==> config.mk <==
export PLATFORM = sky130hd
export DESIGN_NAME = pipe_skid_stage
export DESIGN_NICKNAME = d
export VERILOG_FILES = /design/src/rtl/pipe_skid_stage.sv
export SDC_FILE = /design/constraint.sdc
export NUM_CORES = 1
export LEC_CHECK = 0
export CORE_MARGIN = 2
export CORE_UTILIZATION = 49
export CTS_CLUSTER_SIZE = 28
export DETAILED_ROUTE_END_ITERATION = 16
export PLACE_DENSITY = 0.86
export SLEW_MARGIN = 0
export SYNTH_ARGS = -nofsm -noshare
export SYNTH_HDL_FRONTEND = slang
export SYNTH_SLANG_ARGS = --single-unit
==> constraint.sdc <==
create_clock -name clk -period 2.6 [get_ports clk]
set_clock_uncertainty 0.2 [all_clocks]
set_input_delay 0.39 -clock clk [delete_from_list [all_inputs] [get_ports clk]]
set_output_delay 0.39 -clock clk [all_outputs]
set_load 0.02 [all_outputs]
==> src/rtl/pipe_skid_stage.sv <==
`default_nettype none
// ============================================================================
// Module   : pipe_skid_stage
// Brief    : Pipeline stage register with valid/ready handshake, two-entry
//            skid buffer, synchronous flush and PC-carrying bubbles.
// Revision : 1.0 - initial release
// ============================================================================
module pipe_skid_stage #(
    parameter int          DATA_W   = 96,
    parameter int          PC_W     = 32,
    parameter logic [31:0] RESET_PC = 32'h0000_3000
) (
    input  logic              clk,
    input  logic              reset,
    input  logic              flush,
    input  logic [PC_W-1:0]   flush_pc,
    input  logic              in_valid,
    output logic              in_ready,
    input  logic [PC_W-1:0]   in_pc,
    input  logic [DATA_W-1:0] in_data,
    output logic              out_valid,
    input  logic              out_ready,
    output logic [PC_W-1:0]   out_pc,
    output logic [DATA_W-1:0] out_data,
    output logic [1:0]        occupancy
);

    // State encoding doubles as the occupancy count.
    localparam logic [1:0] c_empty = 2'd0;
    localparam logic [1:0] c_one   = 2'd1;
    localparam logic [1:0] c_full  = 2'd2;

    logic [1:0]        r_state;
    logic              r_in_ready;
    logic              r_out_valid;
    logic [PC_W-1:0]   r_main_pc;
    logic [DATA_W-1:0] r_main_data;
    logic [PC_W-1:0]   r_skid_pc;
    logic [DATA_W-1:0] r_skid_data;

    logic w_in_fire;
    logic w_out_fire;

    assign w_in_fire  = in_valid & r_in_ready;
    assign w_out_fire = r_out_valid & out_ready;

    always_ff @(posedge clk) begin
        if (!reset) begin
            r_state     <= c_empty;
            r_in_ready  <= 1'b1;
            r_out_valid <= 1'b0;
            r_main_pc   <= RESET_PC[PC_W-1:0];
            r_main_data <= '0;
            r_skid_pc   <= '0;
            r_skid_data <= '0;
        end else if (flush) begin
            // The bubble keeps the caller's PC so later stages can report EPC.
            r_state     <= c_empty;
            r_in_ready  <= 1'b1;
            r_out_valid <= 1'b0;
            r_main_pc   <= flush_pc;
            r_main_data <= '0;
            r_skid_pc   <= '0;
            r_skid_data <= '0;
        end else begin
            case (r_state)
                c_empty: begin
                    if (w_in_fire) begin
                        r_main_pc   <= in_pc;
                        r_main_data <= in_data;
                        r_out_valid <= 1'b1;
                        r_state     <= c_one;
                    end
                end
                c_one: begin
                    if (w_in_fire && w_out_fire) begin
                        r_main_pc   <= in_pc;
                        r_main_data <= in_data;
                    end else if (w_in_fire) begin
                        r_skid_pc   <= in_pc;
                        r_skid_data <= in_data;
                        r_in_ready  <= 1'b0;
                        r_state     <= c_full;
                    end else if (w_out_fire) begin
                        r_out_valid <= 1'b0;
                        r_state     <= c_empty;
                    end
                end
                c_full: begin
                    if (w_out_fire) begin
                        r_main_pc   <= r_skid_pc;
                        r_main_data <= r_skid_data;
                        r_in_ready  <= 1'b1;
                        r_state     <= c_one;
                    end
                end
                default: begin
                    r_state     <= c_empty;
                    r_in_ready  <= 1'b1;
                    r_out_valid <= 1'b0;
                end
            endcase
        end
    end

    assign in_ready  = r_in_ready;
    assign out_valid = r_out_valid;
    assign out_pc    = r_main_pc;
    assign out_data  = r_main_data;
    assign occupancy = r_state;

endmodule
`default_nettype wire
* Yosys cells after proc, flatten, opt, wreduce, memory -nomap -nowiden
Cells that the tools add are included.
** Cells by class
- Reductions and logical operators :: 11
- Bitwise logic cells :: 6
- Equality and inequality tests :: 13
- Mux-type cells :: 24
** Operators by type and width (count)
- 96-bit two-way mux :: 3
- 96-bit case mux with 3 select lines :: 1
- 32-bit two-way mux :: 4
- 32-bit case mux with 3 select lines :: 1
- 4-bit AND reduction :: 4
- 2-bit != test (second input constant) :: 7
- 3-bit != test (second input constant) :: 4
- 2-bit two-way mux :: 5
- 1-bit two-way mux :: 7
- 1-bit case mux with 3 select lines :: 2
- 2-bit case mux with 3 select lines :: 1
- 5-bit AND reduction :: 1
- 1-bit inverter :: 4
- 4-bit nonzero test :: 1
- 3-bit AND reduction :: 1
- 3-bit nonzero test :: 1
- 1-bit bitwise AND :: 2
- 2-bit by 1-bit equality test with 1-bit output (second input constant) :: 1
- 2-bit equality test (second input constant) :: 1
- 2-bit logical NOT :: 1
- 2-bit OR reduction :: 1
- 1-bit logical AND :: 1
** Word-level totals
- Input bits :: 165
- Flip-flop bits (word level) :: 260
- Output and inout port bits :: 132

* Depth between registers and ports, before layout
Gate-level depths: netlist of the first run.
- Depth after elaboration :: 5
- Mapped depth :: 11

* Least setup slack after synthesis of the first run
No wires, ideal clock.
- Path type :: register -> register
- From :: register r_state[1] (netlist: occupancy[1])
- To :: register r_main_data[46] (netlist: out_data[46])
- Library setup time :: 0.085 ns
- Buffers on the path :: 5
- Cell stages (with the launch flop) :: 12
- Path slack :: 0.034 ns
- Required time :: 2.315 ns
- Arrival :: 2.281 ns
- Cell sequence :: dfxtp_1 > inv_1 > ha_1 > buf_2 > or3b_1 > o22a_1 > buf_2 > and2_1 > buf_2 > buf_6 > buf_6 > o31ai_2
** Between the ends
- Longest elaborated chain between the ends :: 3
- Elaborated cells between the ends (all ways) :: 9
** RTL lines
- from (decl) :: RTL line 33 : logic [1:0] r_state;
- from (signal assigned) :: RTL line 49 : r_state <= c_empty;
- from (signal assigned) :: RTL line 58 : r_state <= c_empty;
- from (signal assigned) :: RTL line 72 : r_state <= c_one;
- 2-bit by 1-bit equality test with 1-bit output, or another cell as far along :: RTL line 66 : case (r_state)
- 2-bit != test (no line) / 3-bit nonzero test (equally long branches)
- 4-bit AND reduction (no line)
- to (signal assigned) :: RTL line 70 : r_main_data <= in_data;
- to (signal assigned) :: RTL line 78 : r_main_data <= in_data;
- to (signal assigned) :: RTL line 92 : r_main_data <= r_skid_data;
- to (decl) :: RTL line 37 : logic [DATA_W-1:0] r_main_data;
Parallel ways exist; a longest one is shown, timed or not.
A chain may end at the register's enable or synchronous reset.

* Final worst setup path of the first run
- From :: register r_state[0] (netlist: occupancy[0])
- To :: register r_main_data[30] (netlist: out_data[30])
Same word-level chain as after synthesis.

==> impl_summary.log, run 1 <==
[metrics] Critical Path Sink Type: flop
[metrics] clock network latency to the later pin of the worst-skew pair: 0.52 ns
[metrics] start point of the worst hold path: in_pc[28]
[metrics] final hold violation count: 0
[metrics] GR Overflow Total: 0
[metrics] first-pass GRT wire length: between 50,000 and 60,000 µm
[metrics] end-of-flow core utilization: between 60% and 70%
[metrics] data arrival time of the worst path: 2.63 ns
[metrics] half-perimeter wire length of the detailed placement result: approximately 20,000 µm
[metrics] number of I/O pins: between 200 and 300
[metrics] vias: just over 10,000
[metrics] Pwr Density: roughly 620 nW/µm²
[metrics] DRT antenna net count: 0
[metrics] number of buffers on the longest clock path: 3
[metrics] Relative slew margins: a little over half
[metrics] slowest cell on the critical path: sky130_fd_sc_hd__dfxtp_1
[metrics] global router's overall resource usage: approximately a quarter
[metrics] largest fanout on the critical path: 51
[metrics] Die X-Extent: around 160 µm
[metrics] setup-violating endpoint count in the final report: 0
[metrics] Slew @ Worst Pin: 0.678 ns
[metrics] quantity of gates resized following cts: 0
[metrics] clock tree sinks: 260
[metrics] Root Buffer Master: sky130_fd_sc_hd__clkbuf_16
[metrics] post-CTS clock slew at the launch and capture registers of the worst setup and hold paths: around 0.06 ns
[metrics] number of levels in the clock H-tree: 1
[metrics] syn nets: between 1,000 and 1,500
[metrics] number of global-route vias before repair: 9,937
[metrics] layout cells sized above 1: 10.4%
[metrics] post-synthesis sequential area ratio: 46.5%
[metrics] die outline height: ~160 µm
[metrics] multi-input gate area in the final layout: ~5500 µm²
[metrics] row cnt: 55
[metrics] die area: between 20,000 and 25,000 µm²
[metrics] IR drop worst, VDD: 0.541 mV
[metrics] register-to-register setup slack: 0.18 ns
[metrics] relative contribution of combinational cells to total power: around 16%
[metrics] Iter 0 DRT Violations: 621
[metrics] share of total power in the clock network: between 40 and 50%
[metrics] weighted congestion at the end of routability-driven global placement: about 0.8
[metrics] worst-path cell chain: inv_1 > ha_1 > or3b_1 > o22a_4 > and2_4 > buf_12 > o31ai_1
[metrics] launching element type of the critical path: flop
[metrics] critical path class: flop to flop
[metrics] area taken by flip-flops and latches: ~5200 µm²
[metrics] reg-to-reg endpoint: out_data[30]
[metrics] status: finished, final reports clean
[metrics] Post-CTS Setup Bufs: 0
[metrics] flip-flop and latch count after synthesis: 260
[metrics] P_sw: approximately 0.0024 W
[metrics] Detailed Routing Iterations Pass 1: 5
[metrics] leakage power: ~5.3 nW
[metrics] TritonCTS clock tree: yes
[metrics] hold crit path type: primary input to flop
[metrics] maximum number of pins on one net before global-route repair: 100
[metrics] synthesized area per cell: between 9 and 10 µm²
[metrics] final routed wire length divided by cell count: ~18 µm
[metrics] Internal: a little over 0.007 W
[metrics] Initial Util: between 40% and 50%
[metrics] area added between synthesis and finish: 37.2%
[metrics] most frequent standard cell in the layout excluding fill and tap cells: sky130_fd_sc_hd__clkdlybuf4s50_1
[metrics] fill cell count: around 1,700
[metrics] power share of the sequential group: between 40 and 50%
[metrics] count of maximum capacitance violations: 0
[metrics] net count reported at finish: roughly 1,600
[metrics] switching portion of total power: 25.4%
[metrics] hold buffer count at CTS: 0
[metrics] Post-Synthesis Cell Area: approximately 11,000 µm²
[metrics] share of the clock period used by the worst path after layout: 93.0%
[metrics] delay contributed by the slowest stage of the critical path: roughly 0.43 ns
[metrics] Worst R2R Start: occupancy[0]
[metrics] R2R depth: 7
[metrics] Diodes inserted: 0
[metrics] antenna violations before repair: 0
[metrics] endpoint of the worst hold-timing path: r_skid_pc[28]
[metrics] final routed DRC violation total: 0
[metrics] highest-count cells in the layout ignoring fill and taps: sky130_fd_sc_hd__clkdlybuf4s50_1, sky130_fd_sc_hd__nand2_1, sky130_fd_sc_hd__dfxtp_1
[metrics] Num CTS Buffers: 26
[metrics] DR vias/cell: between 5 and 6
[metrics] Placeable Area: 22,500 µm²
[metrics] Distinct cells, synth: 34
[metrics] setup tns final: 0 ns
[metrics] Synth Instances: 1,227
[metrics] shortest period the worst path allows: 2.42 ns
[metrics] number of slew-limit violations in the final report: 0
[metrics] unrepaired setup endpoints after global routing: no
[metrics] number of cells traversed by the worst hold path: 3
[metrics] synthesis warning total: 0
[metrics] data required time of the critical path: about 2.8 ns
[metrics] achievable frequency: slightly above 400 MHz
[metrics] count of buffers from port buffering: just under 300
[metrics] total length of routed wires: between 30,000 and 40,000 µm
[flip-flops by register name (all words and copies together) (netlist names)]
register and cells:
out_data 96, r_skid_data 96, out_pc 32, r_skid_pc 32
occupancy 2, in_ready 1, out_valid 1
[worst max-delay path by stage]
stage,slack (ns),startpoint,end
5_1_grt,0.03,occupancy[0],out_data[40]
4_1_cts,0.12,occupancy[0],out_data[82]
3_5_place_dp,0.04,out_ready,out_data[57]
6_report,0.18,occupancy[0],out_data[30]
2_1_floorplan,0.03,occupancy[1],out_data[46]
3_3_place_gp,0.14,out_ready,out_data[58]
[critical path, delay by kind of cell (launching register included)]
kind / cells / cell delay (ns)
AND/OR/NAND/NOR: 2 / 0.57
AO/OA/AOI/OAI: 2 / 0.53
flip-flops: 1 / 0.43
buffers and inverters: 2 / 0.33
adder cells (fa/ha/maj): 1 / 0.23
[layout make-up]
cell class              count  share of cell area [%]
multi-input cells         839                    35.9
repair buffers            328                    22.1
flip-flops and latches    260                    33.9
inverters                   2                  0.0489
clock inverters             9                   0.660
well taps                 285                    2.32
clock buffers              37                    5.04
[metrics by stage]
| step | hold WS [ns] | cell area (µm²) | setup WS (ns) | total power [W] | cells |
|---|---|---|---|---|---|
| after floorplan | 0.233 | 11200 | 0.0345 | 0.00502 | 1227 |
| after global placement | 0.239 | 14500 | 0.138 | 0.00572 | 1714 |
| after global routing | 0.240 | 15300 | 0.0294 | 0.00982 | 1760 |
| after CTS | 0.219 | 15300 | 0.117 | 0.00954 | 1760 |
| final | 0.240 | 15300 | 0.182 | 0.00949 | 1760 |
| after detailed placement | 0.245 | 14500 | 0.0405 | 0.00575 | 1714 |
[cells in the mapped netlist (all sizes together)]
cell type	n	area, µm²
nor2b	1	6.26
nor3	2	10.0
or3	1	6.26
dfxtp	260	5200
mux2	32	360
mux2i	129	1290
or3b	1	8.76
nand3	5	25.0
nor2	4	15.0
a22o	1	8.76
o22a	1	8.76
a2bb2oi	2	17.5
o21ai	3	15.0
nor4	1	6.26
buf	24	144
a21oi	132	661
xnor2	1	8.76
nand2b	1	6.26
ha	4	50.1
o211a	28	280
o32ai	1	8.76
nand4	97	607
a211oi	1	7.51
and2	2	12.5
a211o	1	8.76
inv	2	7.51
and3	1	6.26
nand2	291	1090
o31ai	96	921
clkbuf	102	383
[cell families (layout without fill, tap and decap cells)]
group | count (synthesis) | count (layout) | share of synthesized area (%)
compound gates | 266 | 266 | 17.3
xor+xnor | 1 | 1 | 0.0783
fa+ha+maj | 4 | 4 | 0.447
buf+inv | 128 | 376 | 4.78
flops | 260 | 260 | 46.5
mux | 161 | 161 | 14.8
simple gates | 407 | 407 | 16.1
[power groups by stage]
stage | clock, W | combinational, W | sequential (W)
after floorplan | 0 | 0.000611 | 0.00441
after global placement | 0 | 0.00144 | 0.00428
after detailed placement | 0 | 0.00146 | 0.00429
after CTS | 0.00387 | 0.00147 | 0.00420
after global routing | 0.00404 | 0.00156 | 0.00421
final | 0.00382 | 0.00147 | 0.00420
[routing by layer]
metal	global-route usage [%]	up-vias	wire length, µm	share of wire (%)
met2	43.2	377	15400	48
li1	-	4841	-	-
met5	0	-	0	0
met4	9.70	0	1170	3.7
met1	32.3	4833	13200	41
met3	5.07	77	2130	6.7
No activity file was read; power rests on OpenSTA's default activity.
==> run 2, diff against run 1 <==
ABC_AREA = 1   (was unset)
PLACE_DENSITY = 0.8   (was 0.86)
==> impl_summary.log, run 2 <==
[metrics] net count reported at finish: 1,984 (+22%)
[metrics] share of flip-flops with an asynchronous set or reset: 0% (unchanged)
[metrics] flip-flop and latch count after synthesis: 260 (unchanged)
[metrics] Num CTS Buffers: 27 (+3.8%)
[metrics] post-CTS clock slew at the launch and capture registers of the worst setup and hold paths: 0.06 ns (about the same)
[metrics] Slew @ Worst Pin: 0.526 ns (-0.152 ns)
[metrics] post-synthesis sequential area ratio: 46.0% (-0.49 points)
[metrics] area share of the largest cell type after synthesis: 46.0% (-0.49 points)
[metrics] count of maximum capacitance violations: 0 (unchanged)
[metrics] final hold violation count: 0 (unchanged)
[metrics] row cnt: 55 (unchanged)
[metrics] delay contributed by the slowest stage of the critical path: 0.42 ns (about the same)
[metrics] area added between synthesis and finish: 36.4%
[metrics] GR Overflow Total: 0 (unchanged)
[metrics] Distinct cells, synth: 20 (-41%)
[metrics] data arrival time of the worst path: 2.54 ns (-0.09 ns)
[metrics] achievable frequency: 433 MHz (+4.6%)
[metrics] area leader, netlist: sky130_fd_sc_hd__dfxtp_1
[metrics] start point of the worst hold path: r_skid_pc[26]
[metrics] vias: 11,100 (+9.3%)
[metrics] global router's overall resource usage: 26.3% (+0.80 points)
[metrics] Placeable Area: 22,600 µm² (+0.61%)
[metrics] Iter 0 DRT Violations: 764 (+23%)
[metrics] DR vias/cell: 5.22 (-9.2%)
[metrics] largest fanout on the critical path: 37 (-27%)
[metrics] hold crit path type: flop to flop
[metrics] leakage power: 6.15 nW (+17%)
[metrics] number of buffers on the longest clock path: 3 (unchanged)
[metrics] Worst R2R Start: occupancy[1]
[metrics] first-pass GRT wire length: 52,900 µm (+4.2%)
[metrics] launching element type of the critical path: flop
[metrics] data required time of the critical path: 2.83 ns (+0.02 ns)
[metrics] layout cells sized above 1: 4.37% (-6.1 points)
[metrics] unrepaired setup endpoints after global routing: no
[metrics] most frequent cell after synthesis: sky130_fd_sc_hd__nor2_1
[metrics] clock network latency to the later pin of the worst-skew pair: 0.53 ns (about the same)
[metrics] die area: 24,300 µm² (+1.0%)
[metrics] quantity of gates resized following cts: 0 (unchanged)
[metrics] number of buffer and inverter instances along the worst setup path: 3 (+1)
[metrics] number of levels in the clock H-tree: 1 (unchanged)
[metrics] TritonCTS clock tree: yes
[metrics] standard cell area after detailed placement: 14,600 µm² (+0.66%)
[metrics] number of global-route vias before repair: 10,500 (+6.0%)
[metrics] synth top area cells: sky130_fd_sc_hd__dfxtp_1, sky130_fd_sc_hd__nor2_1, sky130_fd_sc_hd__mux2i_1, sky130_fd_sc_hd__o21ai_0, sky130_fd_sc_hd__nand2_1
[metrics] final non-filler cell area: 15,400 µm² (+0.48%)
[metrics] total instance count after detailed placement: 2,071 (+21%)
[metrics] Initial Util: 49.9% (+0.22 points)
[metrics] hold buffer count at CTS: 0 (unchanged)
[metrics] Total Power: 0.00994 W (+4.8%)
[metrics] clock tree sinks: 260 (unchanged)
[metrics] post-route insts no fill: 2,118 (+20%)
[metrics] DRT antenna net count: 0 (unchanged)
[metrics] final routed wire length divided by cell count: 15.5 µm (-14%)
[metrics] Post-CTS Setup Bufs: 0 (unchanged)
[metrics] shortest period the worst path allows: 2.31 ns (-0.106 ns)
[metrics] half-perimeter wire length of the detailed placement result: 20,900 µm (+1.7%)
[metrics] count of buffers from port buffering: 296 (unchanged)
[metrics] primary flip-flop cell chosen by synthesis mapping: sky130_fd_sc_hd__dfxtp_1
[metrics] share of the clock period used by the worst path after layout: 88.9% (-4.1 points)
[metrics] final routed DRC violation total: 0 (unchanged)
[metrics] synthesis warning total: 0 (unchanged)
[metrics] number of slew-limit violations in the final report: 0 (unchanged)
[metrics] Detailed Routing Iterations Pass 1: 5 (unchanged)
[metrics] most frequent standard cell in the layout excluding fill and tap cells: sky130_fd_sc_hd__nor2_1
[metrics] end-of-flow core utilization: 68.1% (-0.089 points)
[metrics] Pwr Density: 645 nW/µm² (+4.3%)
[metrics] highest-count cells in the layout ignoring fill and taps: sky130_fd_sc_hd__nor2_1, sky130_fd_sc_hd__clkdlybuf4s50_1, sky130_fd_sc_hd__dfxtp_1
[metrics] status: finished, final reports clean
[metrics] synthesized area per cell: 7.15 µm² (-22%)
[metrics] critical path class: flop to flop
[metrics] Post-Synthesis Cell Area: 11,300 µm² (+1.1%)
[metrics] Synth Instances: 1,581 (+29%)
[metrics] worst-path cell chain: inv_1 > ha_1 > inv_2 > nor2_1 > nand2_1 > o21ai_4 > buf_4 > nand3_1 > nand2_1 > nor2_1
[metrics] antenna violations before repair: 2 (+2)
[metrics] syn nets: 1,750 (+25%)
[metrics] launching element of the worst setup path: occupancy[1]
[metrics] number of I/O pins: 297 (unchanged)
[metrics] slowest cell on the critical path: sky130_fd_sc_hd__buf_4
[metrics] total length of routed wires: 32,900 µm (+3.0%)
[metrics] number of synthesized flops with an enable pin: 0 (unchanged)
[metrics] setup tns final: 0 ns (unchanged)
[metrics] critical path's top delay family: buffers and inverters
[metrics] list of most frequent post-synthesis cells: sky130_fd_sc_hd__nor2_1, sky130_fd_sc_hd__dfxtp_1, sky130_fd_sc_hd__nand2_1, sky130_fd_sc_hd__o21ai_0, sky130_fd_sc_hd__nand3_1
[metrics] die outline height: 156 µm (+0.52%)
[metrics] Relative slew margins: 64.9% (+10 points)
[metrics] Root Buffer Master: sky130_fd_sc_hd__clkbuf_16
[metrics] Critical Path Sink Type: flop
[metrics] setup-violating endpoint count in the final report: 0 (unchanged)
[metrics] Die X-Extent: 156 µm (+0.52%)
[metrics] weighted congestion at the end of routability-driven global placement: 0.785 (-1.9%)
[metrics] IR drop worst, VDD: 0.445 mV (-18%)
[metrics] maximum number of pins on one net before global-route repair: 78 (-22%)
==> run 2: where the power goes <==
group	total [W]	internal, W	switching (W)
combinational	0.00188	0.000849	0.00104
clock	0.00376	0.00218	0.00158
sequential	0.00429	0.00418	0.000112
total	0.00994	0.00721	0.00273
==> run 2: metrics by stage <==
step	hold WS, ns	setup slack (ns)
after CTS	0.251	0.293
after detailed placement	0.242	0.190
final	0.250	0.288
after global routing	0.261	0.0197
after floorplan	0.229	0.450
after global placement	0.236	0.265
==> run 2: per-layer routing <==
metal / up-vias / part of all wire, % / track usage [%]
li1: 5516 / - / -
met1: 5106 / 42 / 34.0
met2: 371 / 47 / 43.6
met3: 73 / 6.9 / 4.81
met4: 0 / 3.9 / 11.0
met5: - / 0 / 0
==> run 2: worst min-delay path, delay by kind of cell, from the launching register on <==
kind                   cells  cell delay (ns)
AOI/OAI and AO/OA          1             0.05
buffers and inverters      1             0.06
DFF                        1             0.30
==> run 2: logic make-up (layout without fill, tap and decap cells) <==
logic type,after synthesis,count (layout),share of synthesized area [%]
simple gates,815,815,28.4
flops,260,260,46.0
compound gates,219,219,9.79
buf+inv,187,437,6.85
mux,96,96,8.50
fa+ha+maj,4,4,0.443
other cells,0,2,0
==> run 2: area by class of cell <==
class	count	area [µm²]
fillers	1860	7220
well taps	285	357
flip-flops and latches	260	5200
diodes	2	5.00
multi-input cells	1134	5360
clock buffers	37	783
repair buffers	323	3380
inverters	69	267
clock inverters	8	68.8
==> run 2: final timing paths <==
check                  endpoint  slack (ns)  depth (start not counted)
hold reg to reg   r_skid_pc[26]        0.25                          2
hold / removal    r_skid_pc[26]        0.25                          2
setup reg to reg   out_data[31]        0.29                         10
setup / recovery   out_data[31]        0.29                         10
